## config.mk

```make
export PLATFORM = sky130hd
export DESIGN_NAME = uart_tx_ctrl
export DESIGN_NICKNAME = d
export VERILOG_FILES = /design/src/rtl/uart_tx_ctrl.sv
export SDC_FILE = /design/constraint.sdc
export NUM_CORES = 1
export LEC_CHECK = 0
export CAP_MARGIN = 25
export CORE_UTILIZATION = 56
export CTS_CLUSTER_SIZE = 28
export DETAILED_ROUTE_END_ITERATION = 8
export PLACE_DENSITY = 0.83
export SLEW_MARGIN = 20
export SYNTH_ARGS = -nofsm -noshare
export SYNTH_HDL_FRONTEND = slang
export SYNTH_SLANG_ARGS = --single-unit
```

## constraint.sdc

```tcl
create_clock -name clk -period 3.9 [get_ports clk]
set_input_delay 1.17 -clock clk [delete_from_list [all_inputs] [get_ports clk]]
set_output_delay 1.17 -clock clk [all_outputs]
set_load 0.02 [all_outputs]
```

## src/rtl/uart_tx_ctrl.sv

```systemverilog
// UART transmit sequencer: pops bytes from the TX FIFO and serialises start/data/parity/stop frames.
// Latency: pop in cycle N, start bit on tx_o from edge N+1; tx_done_o one cycle after the final stop boundary.
// Backpressure: pops only in IDLE when FIFO is non-empty and tx_pause_i=0; at most one pop per frame.
//
// Ports:
//   clk, rst_n            system clock, asynchronous active-low reset
//   en_16_x_baud_i        one-clk tick at 16x baud
//   fifo_data_i           FIFO head byte, valid while fifo_data_present_i=1
//   fifo_data_present_i   FIFO non-empty
//   fifo_read_o           one-cycle pop strobe (combinational from state + inputs)
//   tx_pause_i            hold off new frames (sampled only in IDLE)
//   parity_en_i           insert parity bit
//   parity_odd_i          0 = even, 1 = odd parity
//   two_stop_i            two stop bits
//   tx_o                  registered serial line, idle high
//   busy_o                frame in progress
//   tx_done_o             one-cycle pulse after each completed frame
module uart_tx_ctrl (
  input  logic       clk,
  input  logic       rst_n,
  input  logic       en_16_x_baud_i,
  input  logic [7:0] fifo_data_i,
  input  logic       fifo_data_present_i,
  output logic       fifo_read_o,
  input  logic       tx_pause_i,
  input  logic       parity_en_i,
  input  logic       parity_odd_i,
  input  logic       two_stop_i,
  output logic       tx_o,
  output logic       busy_o,
  output logic       tx_done_o
);

  typedef enum logic [2:0] {IDLE, START, DATA, PARITY, STOP} state_t;

  state_t     state, state_nxt;
  logic [3:0] tick_cnt, tick_cnt_nxt;
  logic [2:0] bit_cnt, bit_cnt_nxt;
  logic [7:0] shift_reg, shift_reg_nxt;
  logic       cfg_par_en, cfg_par_en_nxt;
  logic       cfg_two_stop, cfg_two_stop_nxt;
  logic       par_bit, par_bit_nxt;
  logic       tx_q, tx_nxt;
  logic       done_q, done_nxt;
  logic       pop;
  logic       bit_end;

  assign pop         = (state == IDLE) & fifo_data_present_i & ~tx_pause_i;
  assign bit_end     = en_16_x_baud_i & (tick_cnt == 4'd15);
  assign fifo_read_o = pop;
  assign busy_o      = (state != IDLE);
  assign tx_o        = tx_q;
  assign tx_done_o   = done_q;

  always_ff @(posedge clk or negedge rst_n) begin
    if (!rst_n) begin
      state        <= IDLE;
      tick_cnt     <= 4'd0;
      bit_cnt      <= 3'd0;
      shift_reg    <= 8'd0;
      cfg_par_en   <= 1'b0;
      cfg_two_stop <= 1'b0;
      par_bit      <= 1'b0;
      tx_q         <= 1'b1;
      done_q       <= 1'b0;
    end else begin
      state        <= state_nxt;
      tick_cnt     <= tick_cnt_nxt;
      bit_cnt      <= bit_cnt_nxt;
      shift_reg    <= shift_reg_nxt;
      cfg_par_en   <= cfg_par_en_nxt;
      cfg_two_stop <= cfg_two_stop_nxt;
      par_bit      <= par_bit_nxt;
      tx_q         <= tx_nxt;
      done_q       <= done_nxt;
    end
  end

  always_comb begin
    state_nxt        = state;
    tick_cnt_nxt     = tick_cnt;
    bit_cnt_nxt      = bit_cnt;
    shift_reg_nxt    = shift_reg;
    cfg_par_en_nxt   = cfg_par_en;
    cfg_two_stop_nxt = cfg_two_stop;
    par_bit_nxt      = par_bit;
    done_nxt         = 1'b0;
    tx_nxt           = 1'b1;

    // Ticks are only counted inside a frame; the 4-bit counter wraps at each bit boundary.
    if ((state != IDLE) && en_16_x_baud_i) begin
      tick_cnt_nxt = tick_cnt + 4'd1;
    end

    case (state)
      IDLE: begin
        // Holding the counter at zero makes the start bit begin with the first tick after the pop.
        tick_cnt_nxt = 4'd0;
        bit_cnt_nxt  = 3'd0;
        if (pop) begin
          shift_reg_nxt    = fifo_data_i;
          cfg_par_en_nxt   = parity_en_i;
          cfg_two_stop_nxt = two_stop_i;
          par_bit_nxt      = (^fifo_data_i) ^ parity_odd_i;
          state_nxt        = START;
        end
      end
      START: begin
        if (bit_end) begin
          state_nxt   = DATA;
          bit_cnt_nxt = 3'd0;
        end
      end
      DATA: begin
        if (bit_end) begin
          shift_reg_nxt = {1'b0, shift_reg[7:1]};
          // After bit 7 the counter wraps to 0, ready to index stop bits.
          bit_cnt_nxt   = bit_cnt + 3'd1;
          if (bit_cnt == 3'd7) begin
            state_nxt = cfg_par_en ? PARITY : STOP;
          end
        end
      end
      PARITY: begin
        if (bit_end) begin
          state_nxt   = STOP;
          bit_cnt_nxt = 3'd0;
        end
      end
      STOP: begin
        if (bit_end) begin
          if (cfg_two_stop && (bit_cnt == 3'd0)) begin
            bit_cnt_nxt = 3'd1;
          end else begin
            state_nxt   = IDLE;
            bit_cnt_nxt = 3'd0;
            done_nxt    = 1'b1;
          end
        end
      end
      default: begin
        state_nxt = IDLE;
      end
    endcase

    // Line level is derived from the next state so tx_o changes on the same edge as the state.
    case (state_nxt)
      START:   tx_nxt = 1'b0;
      DATA:    tx_nxt = shift_reg_nxt[0];
      PARITY:  tx_nxt = par_bit_nxt;
      default: tx_nxt = 1'b1;
    endcase
  end

endmodule

```

# --- After elaboration in Yosys (flattened, before gate mapping) ---
# Cells that the tools add are included.
op_classes:
  n_addsub: 2
  n_eq_ne: 13
  muxes: 25
  bitwise: 5
  n_reduce_logical: 13
ops:
  columns: ["op", "count"]
  rows:
  - ["$mux 3", 11]
  - ["$mux 8", 2]
  - ["$pmux 8 s2", 1]
  - ["$pmux 3 s5", 1]
  - ["$eq 3x2->1 const B", 4]
  - ["$pmux 3 s4", 1]
  - ["$mux 4", 2]
  - ["$reduce_xor 8->1", 1]
  - ["$eq 3x1->1 const B", 2]
  - ["$eq 3x3->1 const B", 2]
  - ["$logic_not 3->1", 2]
  - ["$mux 1", 6]
  - ["$ne 2x2->1 const B", 3]
  - ["$add 4x1->4 const B", 1]
  - ["$eq 4x4->1 const B", 1]
  - ["$reduce_and 4->1", 1]
  - ["$reduce_bool 2->1", 2]
  - ["$reduce_bool 4->1", 1]
  - ["$add 3x1->3 const B", 1]
  - ["$and 1x1->1", 3]
  - ["$pmux 1 s3", 1]
  - ["$reduce_and 3->1", 1]
  - ["$reduce_bool 3->1", 1]
  - ["$logic_and 1x1->1", 2]
  - ["5 further kinds", 5]
totals:
  register_bits: 23
  inputBits: 16
  output_inout_bits: 4

# --- Depth between registers and ports, before layout ---
# Gate-level depths: netlist of run 1.
depth:
  ltp_word: 7
  ltp_mapped: 7
  ltp_nobuf: 7

# --- Worst setup path before layout of run 1 ---
# Ideal clock, no wire load.
synth_timing:
  path_type: "input port to output port"
  startpoint: "input tx_pause_i"
  endpoint: "output fifo_read_o"
  arrival_time_ns: 1.723
  required_time_ns: 2.730
  slack_ns: 1.007
  path_stages: 3
  path_cell_list: "and3b_1 -> buf_6 -> buf_2"
synth_between:
  elab_chain_len: 2
synth_lines:
  columns: ["element", "line_no", "text"]
  rows:
  - ["start, declared", "25", "input logic tx_pause_i,"]
  - ["$not 1->1", "48", "assign pop = (state == IDLE) & fifo_data_present_i & ~tx_pause_i;"]
  - ["$and 1x1->1", "48", null]
  - ["end, declared", "24", "output logic fifo_read_o,"]
# Every way passes these cells.

# --- Worst setup path in the final report of run 1 ---
layout_timing:
  startpoint: "input fifo_data_present_i"
  endpoint: "output fifo_read_o"
layout_between:
  elab_chain_len: 2
layout_lines:
  columns: ["element", "line_no", "text"]
  rows:
  - ["start, declared", "23", "input logic fifo_data_present_i,"]
  - ["$and 1x1->1 (2 in a row)", "48", null]
# Every way passes these cells.

==> flow_summary_export.csv, run 1 <==
group,metric,value,unit
yosys,synth-async-reset-ratio,100.0,%
grt,grt_first_pass_wirelength,3850,µm
sta,rsz0062_at_grt,"false",
worst_setup_path,startpoint_type,"primary input",
yosys,syn-cell-area,1262,µm²
yosys,yosysTopAreaCell,"dfrtp_1",
sta,finalSetupViolCount,0,
route,drt_first_pass_iters,4,
route,ant_nets,0,
cells_and_area,drive_gt1_share,13.08,%
yosys,synth-simple-area-share,18.83,%
yosys,synth_compound_area_share,13.78,%
worst_setup_path,endpoint_kind,"primary output",
yosys,netlist_instances,113,
yosys,post-synth-top-count-cell,"dfrtp_1",
cells_and_area,regArea,576.8,µm²
floorplanning,die-area,2448,µm²
yosys,synth-seq-cells,23,
clock_network,cts_tree,"yes",
flow_run,maxCapViolCount,0,
grt,grt_use_total,20.52,%
route,via_per_inst,5.682,
placement,finalWeightedCongestion,0.7812,
clock_network,clock-root-buffer,"clkbuf_4",
yosys,synth_top_family_by_area,"simple AND/OR/NAND/NOR gates",
cells_and_area,multi_input_area,611.8,µm²
cells_and_area,final_nets,151,
power_and_ir_drop,p_leak,0.6391,nW
clock_network,clock_sinks,23,
floorplanning,initial_core_util,61.83,%
worst_setup_path,cp.arrival,2450,ps
worst_setup_path,crit_path_frequent_cell,"clkdlybuf4s50_1",
worst_setup_path,max_stage_delay,620,ps
sta,fin_setup_tns,0,ps
route,wl,2195,µm
floorplanning,boundaryPins,20,
clock_network,h-tree-depth,1,
worst_setup_path,required,2730,ps
floorplanning,fp.dieW,49.48,µm
sta,hold_viol_final,0,
clock_network,postCtsSetupRepairBufs,0,
yosys,synth-adder-area-share,4.757,%
clock_network,clk_latency,310,ps
sta,fin_crit_sh,92.79,%
floorplanning,die_h,49.48,µm
cells_and_area,antenna_cells,0,
yosys,yosys-mux-area-fraction,3.469,%
yosys,synth_edf_count,0,
sta,setup_slack,281.2,ps
sta,worst_pin_slew,684.0,ps
route,wl_per_cell,13.98,µm
yosys,synth_top_area_share,43.61,%
worst_setup_path,crit_chain,"clkdlybuf4s50_1 > and3b_1 > clkdlybuf4s50_1",
grt,grt_overflow_total,0,
worst_setup_path,crit_type,"in -> out",
power_and_ir_drop,ir_drop,0.3843,mV
yosys,synth_cell_types,38,
floorplanning,rows,16,
clock_network,cts_hold_buf,0,
clock_network,cts_buffer_depth,2,
yosys,ys_warn_count,0,
worst_setup_path,critPathTopFamily,"buffers and inverters",
route,num_vias,892,
worst_setup_path,cp_slowest_cell,"clkdlybuf4s50_1",
sta,fmax,276.3,MHz
grt,antenna_found_initial,0,
sta,report.final.slew_viol_count,0,
placement,hpwl,1634,µm
yosys,syn-num-nets,133,
cells_and_area,nFillCells,162,
clock_network,clkTransAtPathRegs,120,ps
power_and_ir_drop,p_per_area,515.9,nW/µm²
yosys,synth.area.top_cells,"dfrtp_1 (44%), xnor2_1 (4.9%), nand2_1 (4.5%)",
grt,grt_pass1_vias,893,
clock_network,cts_resized,0,
clock_network,cts_made_buffers,3,
yosys,synth_flop_cell,"dfrtp_1",
sta,slew_headroom,54.06,%
worst_setup_path,crit_fanout,2,
route,drc_errors,0,
sta,fin_crit,3619,ps
yosys,synth_xor_area_share,7.631,%
grt,grt_max_degree,24,
cells_and_area,largest_register_ff_count,8,
cells_and_area,area_delta_synth_final,15.36,%
floorplanning,core_area,2042,µm²
yosys,synth-seq-area-share,45.69,%
worst_setup_path,cp.buffers_inverters,2,
sta,clock_skew,5.820,ps
yosys,ys_top_cells_by_count,"dfrtp_1 (22), nand2_1 (15), nor2_1 (8), a22oi_1 (7), xnor2_1 (7)",
power_and_ir_drop,power,0.7514,mW
placement,port_buffers,19,
run_status,outcome,"complete, no violations",
yosys,syn_area_per_cell,11.17,µm²
placement,post-place-ws,276.0,ps
worst_hold_path,min_path_type,"reg -> reg",
route,drt_iter0_drc,8,
## logic make-up (layout without fill, tap and decap cells)
family | count (synthesis) | in the layout
DFF | 23 | 23
muxes | 4 | 4
buffers and inverters | 11 | 28
and+or+nand+nor | 37 | 37
xor gates and xnor gates | 11 | 11
AOI/OAI and AO/OA | 22 | 22
adders and majority gates | 5 | 5
## routing by layer
layer	global-route usage, %	vias up	part of all wire (%)
li1	-	427	-
met1	26.83	446	46
met2	35.16	17	50
met3	3.086	2	3.0
met4	6.190	0	0.87
met5	0	-	0
## where the power goes
part / switching [mW] / total [mW] / internal, mW
combinational: 0.116 / 0.237 / 0.121
clock: 0.0712 / 0.111 / 0.0399
sequential: 0.0750 / 0.403 / 0.328
## layout make-up
class	count	area share, %
clock buffers	4	1.804
inverters	4	1.031
multi-input cells	79	42.01
flip-flops and latches	23	39.60
well taps	27	2.320
repair buffers	20	13.23
## metrics by stage
| step | utilization (%) | instance area (µm²) | cells | hold slack [ps] |
|---|---|---|---|---|
| after floorplan | - | 1262 | 113 | 446.8 |
| after global placement | 70.28 | 1435 | 153 | 461.3 |
| after detailed placement | 70.28 | 1435 | 153 | 467.5 |
| after CTS | 71.57 | 1461 | 157 | 497.4 |
| after global routing | 71.32 | 1456 | 157 | 536.7 |
| final | 71.32 | 1456 | 157 | 497.2 |
## worst register-to-register path, cell delays in order (launching register included)
cell      delay [ps]
dfrtp_1          410
ha_1             240
nand4_4          180
nor4_4           560
a22oi_2          140
nor4b_4          180
a211oi_2         230
## path summary, 6_finish.rpt
check	start	endpoint	slack (ps)	cells after the start
max in group asynchronous	rst_n	tx_o	2730	1
worst max register to register	tick_cnt[0]	tx_o	1890	6
worst min-delay path	shift_reg[2]	shift_reg[2]	500	2
min in group asynchronous	rst_n	state[1]	810	1
worst min register to register	shift_reg[2]	shift_reg[2]	500	2
worst max-delay path	fifo_data_present_i	fifo_read_o	280	3
## layout by cell type (no fill, tap or decap), drive strengths merged, types with 2 or more instances in the layout
cell / count
a22oi: 8
dfrtp: 22
nor3: 3
a211oi: 2
ha: 4
a22o: 3
clkdlybuf4s50: 18
o21bai: 2
nor3b: 2
inv: 4
nor2: 8
mux2: 3
a21oi: 2
o21ai: 2
buf: 2
nand4: 2
xnor2: 7
clkbuf: 4
nand2: 15
xor2: 4
No activity file was read; power rests on OpenSTA's default activity.
==> inputs of run 2 (changes only) <==
--- a/config.mk
+++ b/config.mk
@@ -14,3 +14,4 @@
 export SYNTH_ARGS = -nofsm -noshare
 export SYNTH_HDL_FRONTEND = slang
 export SYNTH_SLANG_ARGS = --single-unit
+export TNS_END_PERCENT = 5
==> results of run 2 <==
Same layout as run 1: the final DEF is identical, and so are final timing and power.
==> inputs of run 3 (changes only) <==
--- a/config.mk
+++ b/config.mk
@@ -7,9 +7,11 @@
 export LEC_CHECK = 0
 export CAP_MARGIN = 25
 export CORE_UTILIZATION = 56
+export CTS_CLUSTER_DIAMETER = 150
 export CTS_CLUSTER_SIZE = 28
 export DETAILED_ROUTE_END_ITERATION = 8
-export PLACE_DENSITY = 0.83
+export PLACE_DENSITY = 0.94
+export RECOVER_POWER = 25
 export SLEW_MARGIN = 20
 export SYNTH_ARGS = -nofsm -noshare
 export SYNTH_HDL_FRONTEND = slang
==> run 3 against run 2 <==
Utilization increased by 0.31 points. Cell count increased by 0.64%. Worst setup slack got worse by 7.8 ps. Highest routed layer unchanged.
==> flow_summary_export.csv, run 3 (same netlist as run 1, synthesis figures left out) <==
group,metric,value,unit
worst_hold_path,worstHoldPathCells,2,
floorplanning,fp.dieW,49.48,µm
worst_setup_path,required,2730,ps
floorplanning,core_area,2042,µm²
grt,grt_overflow_total,0,
floorplanning,rows,16,
placement,placedCellCount,154,
sta,fin_setup_tns,0,ps
placement,finalWeightedCongestion,0.8491,
cells_and_area,utilization,71.63,%
grt,grt_first_pass_wirelength,4057,µm
grt,grt.met1_usage,29.01,%
cells_and_area,final_cell_mix,"dfrtp_1 (22), clkdlybuf4s50_1 (18), nand2_1 (15)",
sta,rsz0062_at_grt,"false",
floorplanning,initial_core_util,61.83,%
worst_setup_path,reg2reg_slack,1880,ps
power_and_ir_drop,ir_drop,0.3458,mV
worst_hold_path,min_path_type,"reg -> reg",
sta,hold-worst-slack,490.8,ps
worst_setup_path,endpoint_kind,"primary output",
clock_network,cts_tree,"yes",
floorplanning,die-area,2448,µm²
sta,worst_pin_slew,1201,ps
clock_network,cts_hold_buf,0,
grt,grt_use_total,22.69,%
route,wl_per_cell,14.87,µm
route,drt_iter0_drc,20,
clock_network,clock_sinks,23,
sta,finalSetupViolCount,0,
clock_network,clock-root-buffer,"clkbuf_4",
cells_and_area,antenna_cells,0,
sta,hold_viol_final,0,
cells_and_area,largest_register_ff_count,8,
worst_hold_path,whs_endpoint,"shift_reg[3]",
worst_setup_path,crit_type,"in -> out",
grt,antenna_found_initial,0,
clock_network,postCtsSetupRepairBufs,0,
floorplanning,boundaryPins,20,
power_and_ir_drop,p_per_area,513.0,nW/µm²
clock_network,clk_latency,310,ps
placement,hpwl,1764,µm
route,drt_first_pass_iters,4,
route,ant_nets,0,
route,drc_errors,0,
grt,use_met3,0.9259,%
cells_and_area,nFillCells,154,
sta,report.final.slew_viol_count,0,
route,via_per_inst,5.658,
sta,fmax,275.7,MHz
cells_and_area,area_delta_synth_final,15.86,%
clock_network,cts_made_buffers,3,
flow_run,maxCapViolCount,0,
run_status,outcome,"complete, no violations",
clock_network,cts_buffer_depth,2,
cells_and_area,drive_gt1_share,12.98,%
clock_network,cts_resized,0,
worst_setup_path,cp.arrival,2460,ps
worst_setup_path,r2r_cells,6,
route,num_vias,894,
power_and_ir_drop,power,0.7503,mW
worst_hold_path,hold_path_startpoint,"shift_reg[3]",
cells_and_area,layout_commonest_cell,"dfrtp_1",
sta,fin_crit_sh,92.99,%
power_and_ir_drop,p_leak,0.6418,nW
floorplanning,die_h,49.48,µm
route,wl,2349,µm
grt,grt_use_met2,37.67,%
worst_setup_path,crit_fanout,2,
sta,clock_skew,9.211,ps
cells_and_area,final_nets,152,
cells_and_area,final_cells,158,
grt,grt-busiest-layer,"met2",
clock_network,clkTransAtPathRegs,110,ps
clock_network,h-tree-depth,1,
grt,grt_max_degree,24,
sta,slew_headroom,19.92,%
worst_setup_path,timing.rr.end,"tx_o",
worst_setup_path,startpoint_type,"primary input",
placement,port_buffers,19,
sta,fin_crit,3627,ps
grt,grt_pass1_vias,895,
worst_setup_path,r2r_start,"state[2]",
-- run 3: cell types whose count changed in the layout (fill, tap and decap cells not counted), sizes merged --
cell,change
clkbuf,+1
-- run 3: final cells by class --
cell class                 count  area (µm²)  area share, %
timing repair buffer          21       198.9          13.60
inverter                       4       15.01          1.027
clock buffer                   4       26.28          1.796
multi-input combinational     79       611.8          41.83
tap                           27       33.78          2.310
sequential                    23       576.8          39.44
-- run 3: how the worst max path moves through the flow --
stage / startpoint / cells after the start / to
after global routing: fifo_data_present_i / 3 / fifo_read_o
after floorplan: tx_pause_i / 3 / fifo_read_o
final: fifo_data_present_i / 3 / fifo_read_o
after detailed placement: fifo_data_present_i / 3 / fifo_read_o
after CTS: fifo_data_present_i / 3 / fifo_read_o
after global placement: fifo_data_present_i / 3 / fifo_read_o
-- run 3: per-stage QoR --
step	cell area, µm²	worst slack, ps
floorplan	1262	1007
global placement	1443	272.3
detailed placement	1443	263.5
CTS	1469	263.5
global route	1463	238.2
finish	1463	273.4
-- run 3: worst max-delay path, cell delays in order --
cell	delay (ps)
clkdlybuf4s50_1	450
and3b_1	220
clkdlybuf4s50_1	620
-- run 3: report_power, final --
| part | total [mW] | internal (mW) | switching (mW) |
|---|---|---|---|
| Clock | 0.110 | 0.0400 | 0.0699 |
| Sequential | 0.399 | 0.328 | 0.0714 |
| Combinational | 0.241 | 0.122 | 0.119 |
| Total | 0.750 | 0.490 | 0.260 |
-- run 3: routing by layer --
layer / share of wire, % / vias up / wire length [µm]
met1: 43 / 436 / 1008
met2: 51 / 24 / 1198
met3: 3.2 / 4 / 75
li1: - / 430 / -
met4: 2.8 / 0 / 66
met5: 0 / - / 0
